`config.mk`:
```
export PLATFORM = sky130hd
export DESIGN_NAME = sargantana_itag_ctrl
export DESIGN_NICKNAME = d
export VERILOG_FILES = /design/src/rtl/sargantana_icache_pkg.sv /design/src/rtl/sargantana_itag_repl.sv /design/src/rtl/sargantana_itag_ctrl.sv
export SDC_FILE = /design/constraint.sdc
export NUM_CORES = 1
export LEC_CHECK = 0
export CORE_UTILIZATION = 64
export DETAILED_ROUTE_END_ITERATION = 8
export DONT_BUFFER_PORTS = 1
export GPL_ROUTABILITY_DRIVEN = 0
export PLACE_DENSITY = 0.87
export SYNTH_ARGS = -nofsm -noshare
export SYNTH_HDL_FRONTEND = slang
export SYNTH_SLANG_ARGS = --single-unit
```
`constraint.sdc`:
```
create_clock -name clk_i -period 3.73 [get_ports clk_i]
set_input_delay 1.119 -clock clk_i [delete_from_list [all_inputs] [get_ports clk_i]]
set_output_delay 1.119 -clock clk_i [all_outputs]
set_load 0.005 [all_outputs]
```
`src/rtl/sargantana_icache_pkg.sv`:
```
// Shared types and tree pseudo-LRU helpers for the icache tag-memory controller.
// The helpers are used only when ITAG_CTRL_PLRU_EN is defined.
package sargantana_icache_pkg;

    localparam int unsigned ICACHE_N_WAY   = 4;
    localparam int unsigned TAG_WIDHT      = 20;
    localparam int unsigned TAG_ADDR_WIDHT = 6;
    localparam int unsigned PLRU_MAX_W     = 63;

    typedef enum logic [2:0] {
        ST_IDLE,
        ST_LKP_CMP,
        ST_REF_RD,
        ST_REF_SEL,
        ST_REF_WR,
        ST_FLUSH,
        ST_FLUSH_DONE
    } itag_ctrl_state_e;

    typedef struct packed {
        logic [TAG_ADDR_WIDHT-1:0] idx;
        logic [TAG_WIDHT-1:0]      tag;
    } itag_lkp_t;

    typedef struct packed {
        logic [TAG_ADDR_WIDHT-1:0] idx;
        logic [TAG_WIDHT-1:0]      tag;
    } itag_ref_t;

    // Heap-ordered tree: node n has children 2n+1 / 2n+2; a set bit steers toward the right child.
    function automatic int unsigned plru_victim(input logic [PLRU_MAX_W-1:0] tree,
                                                input int unsigned levels);
        int unsigned node;
        node = 0;
        for (int unsigned l = 0; l < levels; l++) begin
            if (tree[node[5:0]]) node = 2 * node + 2;
            else                 node = 2 * node + 1;
        end
        return node - ((32'd1 << levels) - 32'd1);
    endfunction

    function automatic logic [PLRU_MAX_W-1:0] plru_update(input logic [PLRU_MAX_W-1:0] tree,
                                                          input int unsigned way,
                                                          input int unsigned levels);
        logic [PLRU_MAX_W-1:0] t;
        int unsigned node;
        logic dir;
        t    = tree;
        node = 0;
        for (int unsigned l = 0; l < levels; l++) begin
            dir          = ((way >> (levels - 1 - l)) & 32'd1) != 32'd0;
            t[node[5:0]] = ~dir;
            node         = dir ? 2 * node + 2 : 2 * node + 1;
        end
        return t;
    endfunction

endpackage

```
`src/rtl/sargantana_itag_repl.sv`:
```
// Victim selection and replacement-state update for the icache tag controller.
// ITAG_CTRL_PLRU_EN: per-set tree pseudo-LRU; otherwise a single global round-robin pointer.
module sargantana_itag_repl
    import sargantana_icache_pkg::*;
#(
    parameter int unsigned N_WAY = ICACHE_N_WAY,
    parameter int unsigned IDX_W = TAG_ADDR_WIDHT
) (
    input  logic             clk_i,
    input  logic             rst_i,
    input  logic             clear_i,
    input  logic [IDX_W-1:0] sel_idx_i,
    output logic [N_WAY-1:0] victim_o,
    input  logic             hit_upd_i,
    input  logic [IDX_W-1:0] hit_idx_i,
    input  logic [N_WAY-1:0] hit_way_i,
    input  logic             fill_upd_i,
    input  logic [IDX_W-1:0] fill_idx_i,
    input  logic [N_WAY-1:0] fill_way_i,
    input  logic             fill_from_repl_i
);

    localparam int unsigned WAY_W = $clog2(N_WAY);

`ifdef ITAG_CTRL_PLRU_EN
    logic [N_WAY-2:0]      tree_q [2**IDX_W];
    logic                  upd;
    logic [IDX_W-1:0]      upd_idx;
    logic [N_WAY-1:0]      upd_way;
    logic [PLRU_MAX_W-1:0] upd_tree;
    int unsigned           vic;
    int unsigned           upd_way_idx;

    always_comb begin
        upd         = hit_upd_i | fill_upd_i;
        upd_idx     = fill_upd_i ? fill_idx_i : hit_idx_i;
        upd_way     = fill_upd_i ? fill_way_i : hit_way_i;
        // A multi-hit is an error case; the lowest hitting way is treated as the accessed one.
        upd_way_idx = 0;
        for (int unsigned w = N_WAY; w > 0; w--)
            if (upd_way[w-1]) upd_way_idx = w - 1;
        vic      = plru_victim(PLRU_MAX_W'(tree_q[sel_idx_i]), WAY_W);
        victim_o = N_WAY'(1) << vic;
        upd_tree = plru_update(PLRU_MAX_W'(tree_q[upd_idx]), upd_way_idx, WAY_W);
    end

    always_ff @(posedge clk_i) begin
        if (rst_i || clear_i) begin
            for (int unsigned s = 0; s < 2**IDX_W; s++)
                tree_q[s] <= '0;
        end else if (upd) begin
            tree_q[upd_idx] <= upd_tree[N_WAY-2:0];
        end
    end

    logic unused_plru;
    assign unused_plru = ^{fill_from_repl_i, upd_tree[PLRU_MAX_W-1:N_WAY-1]};
`else
    logic [WAY_W-1:0] ptr_q;

    assign victim_o = N_WAY'(1) << ptr_q;

    always_ff @(posedge clk_i) begin
        if (rst_i || clear_i)
            ptr_q <= '0;
        else if (fill_upd_i && fill_from_repl_i)
            ptr_q <= ptr_q + WAY_W'(1);
    end

    logic unused_rr;
    assign unused_rr = ^{sel_idx_i, hit_upd_i, hit_idx_i, hit_way_i, fill_idx_i, fill_way_i};
`endif

endmodule

```
`src/rtl/sargantana_itag_ctrl.sv`:
```
// Tag-memory controller: lookup compare, refill read-select-write, and flush sequencing.
// Replacement policy chosen by ITAG_CTRL_PLRU_EN (see sargantana_itag_repl).
module sargantana_itag_ctrl
    import sargantana_icache_pkg::*;
#(
    parameter int unsigned N_WAY = ICACHE_N_WAY,
    parameter int unsigned TAG_W = TAG_WIDHT,
    parameter int unsigned IDX_W = TAG_ADDR_WIDHT
) (
    input  logic                   clk_i,
    input  logic                   rst_i,
    input  logic                   lkp_valid_i,
    output logic                   lkp_ready_o,
    input  logic [IDX_W-1:0]       lkp_idx_i,
    input  logic [TAG_W-1:0]       lkp_tag_i,
    output logic                   resp_valid_o,
    output logic                   resp_hit_o,
    output logic [N_WAY-1:0]       resp_way_o,
    output logic                   resp_multi_o,
    input  logic                   ref_valid_i,
    output logic                   ref_ready_o,
    input  logic [IDX_W-1:0]       ref_idx_i,
    input  logic [TAG_W-1:0]       ref_tag_i,
    output logic                   ref_done_o,
    output logic [N_WAY-1:0]       ref_way_o,
    input  logic                   flush_i,
    output logic                   flush_done_o,
    output logic [N_WAY-1:0]       tm_req_o,
    output logic                   tm_we_o,
    output logic                   tm_vbit_o,
    output logic                   tm_flush_o,
    output logic [TAG_W-1:0]       tm_data_o,
    output logic [IDX_W-1:0]       tm_addr_o,
    input  logic [N_WAY*TAG_W-1:0] tm_tag_way_i,
    input  logic [N_WAY-1:0]       tm_vbit_i
);

    itag_ctrl_state_e state_q, state_d;
    logic             flush_pend_q;
    itag_lkp_t        lkp_q;
    itag_ref_t        ref_q;
    logic [N_WAY-1:0] victim_q;
    logic             from_repl_q;
    logic [N_WAY-1:0] hits, inv_ways, first_inv, repl_victim;
    logic             can_take, lkp_fire, ref_fire, in_cmp;

    // New work is only taken in IDLE/LKP_CMP; pending flush outranks refill, which outranks lookup.
    assign can_take    = !rst_i && (state_q == ST_IDLE || state_q == ST_LKP_CMP);
    assign ref_ready_o = can_take && !flush_pend_q;
    assign lkp_ready_o = ref_ready_o && !ref_valid_i;
    assign lkp_fire    = lkp_valid_i && lkp_ready_o;
    assign ref_fire    = ref_valid_i && ref_ready_o;
    assign in_cmp      = !rst_i && state_q == ST_LKP_CMP;

    always_comb begin
        hits = '0;
        for (int unsigned w = 0; w < N_WAY; w++)
            hits[w] = tm_vbit_i[w] && (tm_tag_way_i[w*TAG_W +: TAG_W] == lkp_q.tag[TAG_W-1:0]);
    end

    assign resp_valid_o = in_cmp;
    assign resp_hit_o   = in_cmp && (|hits);
    assign resp_way_o   = in_cmp ? hits : '0;
    assign resp_multi_o = in_cmp && ((hits & (hits - 1'b1)) != '0);

    assign inv_ways  = ~tm_vbit_i;
    assign first_inv = inv_ways & (~inv_ways + 1'b1);

    assign ref_done_o   = !rst_i && state_q == ST_REF_WR;
    assign ref_way_o    = ref_done_o ? victim_q : '0;
    assign flush_done_o = !rst_i && state_q == ST_FLUSH_DONE;

    always_comb begin
        state_d = state_q;
        case (state_q)
            ST_IDLE, ST_LKP_CMP: begin
                if (flush_pend_q)  state_d = ST_FLUSH;
                else if (ref_fire) state_d = ST_REF_RD;
                else if (lkp_fire) state_d = ST_LKP_CMP;
                else               state_d = ST_IDLE;
            end
            ST_REF_RD:     state_d = ST_REF_SEL;
            ST_REF_SEL:    state_d = ST_REF_WR;
            ST_REF_WR:     state_d = ST_IDLE;
            ST_FLUSH:      state_d = ST_FLUSH_DONE;
            ST_FLUSH_DONE: state_d = ST_IDLE;
            default:       state_d = ST_IDLE;
        endcase
    end

    always_comb begin
        tm_req_o   = '0;
        tm_we_o    = 1'b0;
        tm_vbit_o  = 1'b0;
        tm_flush_o = 1'b0;
        tm_data_o  = '0;
        tm_addr_o  = '0;
        if (lkp_fire) begin
            tm_req_o  = '1;
            tm_addr_o = lkp_idx_i;
        end
        if (!rst_i) begin
            case (state_q)
                ST_REF_RD: begin
                    tm_req_o  = '1;
                    tm_addr_o = ref_q.idx[IDX_W-1:0];
                end
                ST_REF_WR: begin
                    tm_req_o  = victim_q;
                    tm_we_o   = 1'b1;
                    tm_vbit_o = 1'b1;
                    tm_data_o = ref_q.tag[TAG_W-1:0];
                    tm_addr_o = ref_q.idx[IDX_W-1:0];
                end
                ST_FLUSH: tm_flush_o = 1'b1;
                default: ;
            endcase
        end
    end

    always_ff @(posedge clk_i) begin
        if (rst_i) begin
            state_q      <= ST_IDLE;
            flush_pend_q <= 1'b0;
            lkp_q        <= '0;
            ref_q        <= '0;
            victim_q     <= '0;
            from_repl_q  <= 1'b0;
        end else begin
            state_q      <= state_d;
            flush_pend_q <= (state_q == ST_FLUSH) ? flush_i : (flush_pend_q | flush_i);
            if (lkp_fire)
                lkp_q <= '{idx: TAG_ADDR_WIDHT'(lkp_idx_i), tag: TAG_WIDHT'(lkp_tag_i)};
            if (ref_fire)
                ref_q <= '{idx: TAG_ADDR_WIDHT'(ref_idx_i), tag: TAG_WIDHT'(ref_tag_i)};
            if (state_q == ST_REF_SEL) begin
                victim_q    <= (inv_ways != '0) ? first_inv : repl_victim;
                from_repl_q <= (inv_ways == '0);
            end
        end
    end

    sargantana_itag_repl #(
        .N_WAY (N_WAY),
        .IDX_W (IDX_W)
    ) u_repl (
        .clk_i            (clk_i),
        .rst_i            (rst_i),
        .clear_i          (!rst_i && state_q == ST_FLUSH),
        .sel_idx_i        (ref_q.idx[IDX_W-1:0]),
        .victim_o         (repl_victim),
        .hit_upd_i        (resp_hit_o),
        .hit_idx_i        (lkp_q.idx[IDX_W-1:0]),
        .hit_way_i        (hits),
        .fill_upd_i       (ref_done_o),
        .fill_idx_i       (ref_q.idx[IDX_W-1:0]),
        .fill_way_i       (victim_q),
        .fill_from_repl_i (from_repl_q)
    );

endmodule

```
==> results.cfg, run 1 <==
[route]
drtIter0Drc = 240
drc = 0
via_per_inst = 6.22
via_count = 3179
routed_wl_mm = 10.1
drtAntennaViolNets = 0
drt_pass1_iterations = 4
wl_per_cell_um = 19.8

[logic_synthesis]
synthArstFlopShare_pct = 0
yosys_warnings = 0
yosys.area.top_type = dfxtp_1
synth-compound-area-share_pct = 11.2
synth.distinct_cells = 40
yosys.area_share.simple_pct = 26.2
synthFlopType = dfxtp_1
avgSynthCellArea_um2 = 7.87
synth_edf_count = 0
synth_top_area_share_pct = 31.7
synth_xor_area_share_pct = 20.2
syn_inst = 457
yosys-mux-area-fraction_pct = 0.557
synth_area_um2 = 3590
synth_top_family_by_area = simple AND/OR/NAND/NOR gates
ys_seq_elements = 57
synth_nets = 602
synthAdderAreaFrac_pct = 1.71
synth.area.top_cells = dfxtp_1, xnor2_1, nand2_1, a21oi_1, and2_1
ys_seq_area_share_pct = 31.7

[layout]
fin_nets = 582
fin_area_um2 = 3780
area_growth_pct = 5.22
final_cell_mix = nand2_1, dfxtp_1, xnor2_1
fillers = 404
regArea_um2 = 1140
multiInputGateArea_um2 = 2260
diodes = 0
stdcell_count = 511
drive_above_1_share_pct = 11.1
layout_commonest_cell = nand2_1

[cts]
clk_path_buf_depth = 2
cts_max_level = 3
clock_sinks = 57
hold_buffers = 0
clk_latency_ps = 320
clk_pin_slew_ps = 60
cts_root_buf = clkbuf_8
cts_buffers = 9
cts_tree = built

[power]
p_per_area_nw_per_um2 = 348
leakagePower_uw = 0.00132
ir_drop_mv = 0.253

[setup_path]
required_ps = 2610
crit_arrival_ps = 2770
cp-end-kind = primary output
worst_setup_path_start_kind = input pin
cp_max_fo = 3
crit_type = input pin to primary output

[timing]
slew_violations = 0
timing.final.ws_setup_ps = -162
rsz0062_at_grt = yes
min_period_ps = 3890
setup_viol = 2
fin_skew_ps = 5.54
fmax_mhz = 257
worst_pin_slew_ps = 865
layout_worst_path_cycle_share_pct = 104
hold_viol_final = 0
relSlewSlack_pct = 42.3

[die]
rows = 26
die_w_um = 76.9
ios = 189
die_y_um = 76.9
die_area_um2 = 5920
start_util_pct = 68.2
fp.coreArea_um2 = 5270

[grt]
track_usage_pct = 32.0
grt_pass1_vias = 3032
antenna_found_initial = 0
gr-total-overflow = 0
grt_pass1_wl_mm = 14.6
grt_max_degree = 65

[placement]
portBuffers = 0
placed_cells = 495
postPlaceCellArea_um2 = 3510
dp_hpwl_mm = 7.47

[job]
drv_cap = 0

[outcome]
outcome = finished with violations
violations = setup timing

[min_path]
hold_class = flip-flop to flip-flop
-- sequential cells by signal, indices dropped and copies added, names as in the netlist --
signal / flops
ref_q: 26
lkp_q: 20
victim_q: 4
state_q: 3
u_repl.ptr_q: 2
flush_pend_q: 1
from_repl_q: 1
-- cell type report --
type	instances	area share [%]
tap	70	2.32
multi-input combinational	349	59.9
inverter	6	0.595
sequential	57	30.2
clock buffer	11	3.74
timing repair buffer	14	2.78
clock inverter	4	0.529
-- through the flow --
stage	utilization, %	TNS, ps	hold WS (ps)	worst slack, ps	total power [uW]
global route	71.8	-377	466	-257	1370
floorplan	-	0	432	217	816
global placement	66.6	0	431	14.1	823
detailed placement	66.6	-22.3	438	-22.3	832
finish	71.8	-186	446	-162	1310
CTS	69.7	0	446	5.39	1310
-- synth_stat cells, types with 2 or more instances --
cell type and number:
nor3_1 5, ha_1 4, dfxtp_1 57, nor4_2 5, inv_1 5, nor4_1 4, xnor2_1 65, buf_4 4
nand4_1 14, and2_1 26, buf_6 10, mux2i_1 2, a21oi_1 53, o21ai_0 4, a221oi_1 2, buf_2 11
nor2_1 19, xor2_1 16, a22o_1 6, clkbuf_1 19, nor3b_1 2, nand2_1 102, nand3_1 5
-- per-layer routing --
metal | share of wire, % | vias up | global-route usage (%)
met3 | 12 | 48 | 11.5
met2 | 48 | 236 | 54.3
met1 | 36 | 1447 | 35.0
li1 | - | 1448 | -
met4 | 4.6 | 0 | 16.3
met5 | 0 | - | 0
-- timing repair --
action,CTS,global route
pin swaps,2,8
setup buffers,0,1
setup endpoints to repair,1,1
gates resized for setup,0,12
endpoints found under the hold margin,0,0
-- logic make-up (layout without fill, tap and decap cells) --
family          count (synthesis)  after routing
simple gates                  190            190
xor+xnor                       82             82
compound gates                 70             70
flops                          57             57
buf+inv                        51             35
fa+ha+maj                       5              5
mux                             2              2
-- critical path, cell delays in order --
cell      delay, ps
xnor2_1         150
nand4_1         140
nor4_1          390
buf_4           180
nand4_1         140
maj3_2          370
a221oi_4        280
-- report_power, final --
part	switching (uW)	internal, uW	total [uW]
Clock	230	251	481
Sequential	31.6	632	663
Combinational	85.3	85.2	171
Total	347	967	1310
-- worst paths after layout --
check                               from                     end  slack [ps]  cells after the start
setup / recovery         tm_tag_way_i[2]            resp_multi_o        -160                      7
hold / removal    ref_q[19]$_SDFFE_PP0P_  ref_q[19]$_SDFFE_PP0P_         450                      2
setup reg to reg   state_q[2]$_SDFF_PP0_   state_q[0]$_SDFF_PP0_        1540                      7
hold reg to reg   ref_q[19]$_SDFFE_PP0P_  ref_q[19]$_SDFFE_PP0P_         450                      2
Note: power is estimated with default switching activity, not from simulation.
==> inputs of run 2 (changes only) <==
--- a/config.mk
+++ b/config.mk
@@ -10,6 +10,7 @@
 export DONT_BUFFER_PORTS = 1
 export GPL_ROUTABILITY_DRIVEN = 0
 export PLACE_DENSITY = 0.87
+export SKIP_CTS_REPAIR_TIMING = 1
 export SYNTH_ARGS = -nofsm -noshare
 export SYNTH_HDL_FRONTEND = slang
 export SYNTH_SLANG_ARGS = --single-unit
==> constraint.sdc (replaced) <==
create_clock -name clk_i -period 4.37 [get_ports clk_i]
set_input_delay 1.311 -clock clk_i [delete_from_list [all_inputs] [get_ports clk_i]]
set_output_delay 1.311 -clock clk_i [all_outputs]
set_load 0.005 [all_outputs]
==> results.cfg, run 2 (synthesis results as in run 1) <==
[layout]
fin_area_um2 = 3670
area_growth_pct = 2.16
largest-register = ref_q
drive_above_1_share_pct = 7.83
diodes = 0
postLayoutCoreUtil_pct = 69.7
final_cell_mix = nand2_1, xnor2_1, dfxtp_1
largest_reg_flops = 26
fin_nets = 574
layout_commonest_cell = nand2_1
fillers = 447
reg.largest.list = ref_q: 26 flops, lkp_q: 20 flops, victim_q: 4 flops

[die]
die_y_um = 76.9
fp.coreArea_um2 = 5270
start_util_pct = 68.2
ios = 189
die_area_um2 = 5920
die_w_um = 76.9
rows = 26

[power]
ir_drop_mv = 0.274
internal-power_uw = 900
seq_power_share_pct = 47.0
power_frac_comb_pct = 11.1
p_clk_share_pct = 41.8
fin_total_pwr_uw = 1200
p_per_area_nw_per_um2 = 327
switching_share_pct = 25.1
leakagePower_uw = 0.00122
netSwitchingPower_uw = 301

[route]
drtIter0Drc = 165
drc = 0
drt_pass1_iterations = 5
drtAntennaViolNets = 0
wl_per_cell_um = 18.6
via_per_inst = 6.00
via_count = 3024
routed_wl_mm = 9.38

[setup_path]
cp_slowest_cell = nor4_2
crit_chain = xnor2_1, nand4_1, nor4_2, nand4_1, maj3_2, a221oi_2
crit_arrival_ps = 2860
cpPeakStageDelay_ps = 410
worst_setup_path_start_kind = input pin
cp_max_fo = 3
crit_type = input pin to primary output
cp-end-kind = primary output
crit_top_cell = nand4_1
required_ps = 3060

[grt]
grt_pass1_vias = 2882
track_usage_pct = 31.4
gr-total-overflow = 0
grt_pass1_wl_mm = 14.3
antenna_found_initial = 0
grt_max_degree = 65

[cts]
clk_path_buf_depth = 2
cts_tree = built
clk_latency_ps = 330
cts_max_level = 3
cts_root_buf = clkbuf_8
clk_pin_slew_ps = 60
clock_sinks = 57
cts_buffers = 9

[timing]
fin_skew_ps = 7.12
fmax_mhz = 239
layout_worst_path_cycle_share_pct = 95.5
slew_violations = 0
timing.final.ws_setup_ps = 194
rsz0062_at_grt = no
hold_viol_final = 0
setup_viol = 0
relSlewSlack_pct = 42.0
min_period_ps = 4180
worst_pin_slew_ps = 869
setup_tns_ps = 0

[placement]
dp_hpwl_mm = 7.15
portBuffers = 0
pre_cts_slack_ps = 170
postPlaceCellArea_um2 = 3460

[min_path]
hold_class = flip-flop to flip-flop

[job]
drv_cap = 0

[outcome]
outcome = finished clean
-- run 2: area by class of cell --
type / instances / area (um2) / share of cell area, %
clock buffers: 12 / 155 / 4.22
clock inverters: 4 / 51.3 / 1.40
inverters: 6 / 22.5 / 0.613
multi-input cells: 349 / 2170 / 59.1
flip-flops and latches: 57 / 1140 / 31.1
well taps: 70 / 87.6 / 2.39
repair buffers: 6 / 45.0 / 1.23
-- run 2: power groups by stage --
stage	registers [uW]	logic, uW	clock network, uW
after global routing	568	149	536
after CTS	565	133	511
final	565	134	503
after floorplan	556	140	0
after detailed placement	576	132	0
after global placement	575	127	0
-- run 2: worst max-delay path, delay by kind of cell --
| kind | cells | cell delay (ps) |
|---|---|---|
| XOR/XNOR | 1 | 140 |
| AND/OR/NAND/NOR | 3 | 790 |
| AO/OA/AOI/OAI | 1 | 270 |
| adder cells (fa/ha/maj) | 1 | 350 |
-- run 2: worst paths after layout --
check,startpoint,end,slack [ps],cells after the start
setup / recovery,tm_tag_way_i[17],resp_multi_o,190,6
hold / removal,ref_q[10]$_SDFFE_PP0P_,ref_q[10]$_SDFFE_PP0P_,440,2
setup reg to reg,state_q[2]$_SDFF_PP0_,state_q[0]$_SDFF_PP0_,2140,8
hold reg to reg,ref_q[10]$_SDFFE_PP0P_,ref_q[10]$_SDFFE_PP0P_,440,2
-- run 2: layer usage --
layer / global-route usage [%] / up-vias / wire length, um
li1: - / 1432 / -
met1: 36.6 / 1395 / 3680
met2: 52.4 / 172 / 4530
met3: 10.7 / 25 / 881
met4: 12.9 / 0 / 283
met5: 0 / - / 0
-- run 2: through the flow --
stage	std cells	hold slack, ps
after floorplan	457	432
after global placement	488	431
after detailed placement	488	436
after CTS	504	445
after global routing	504	464
final	504	443
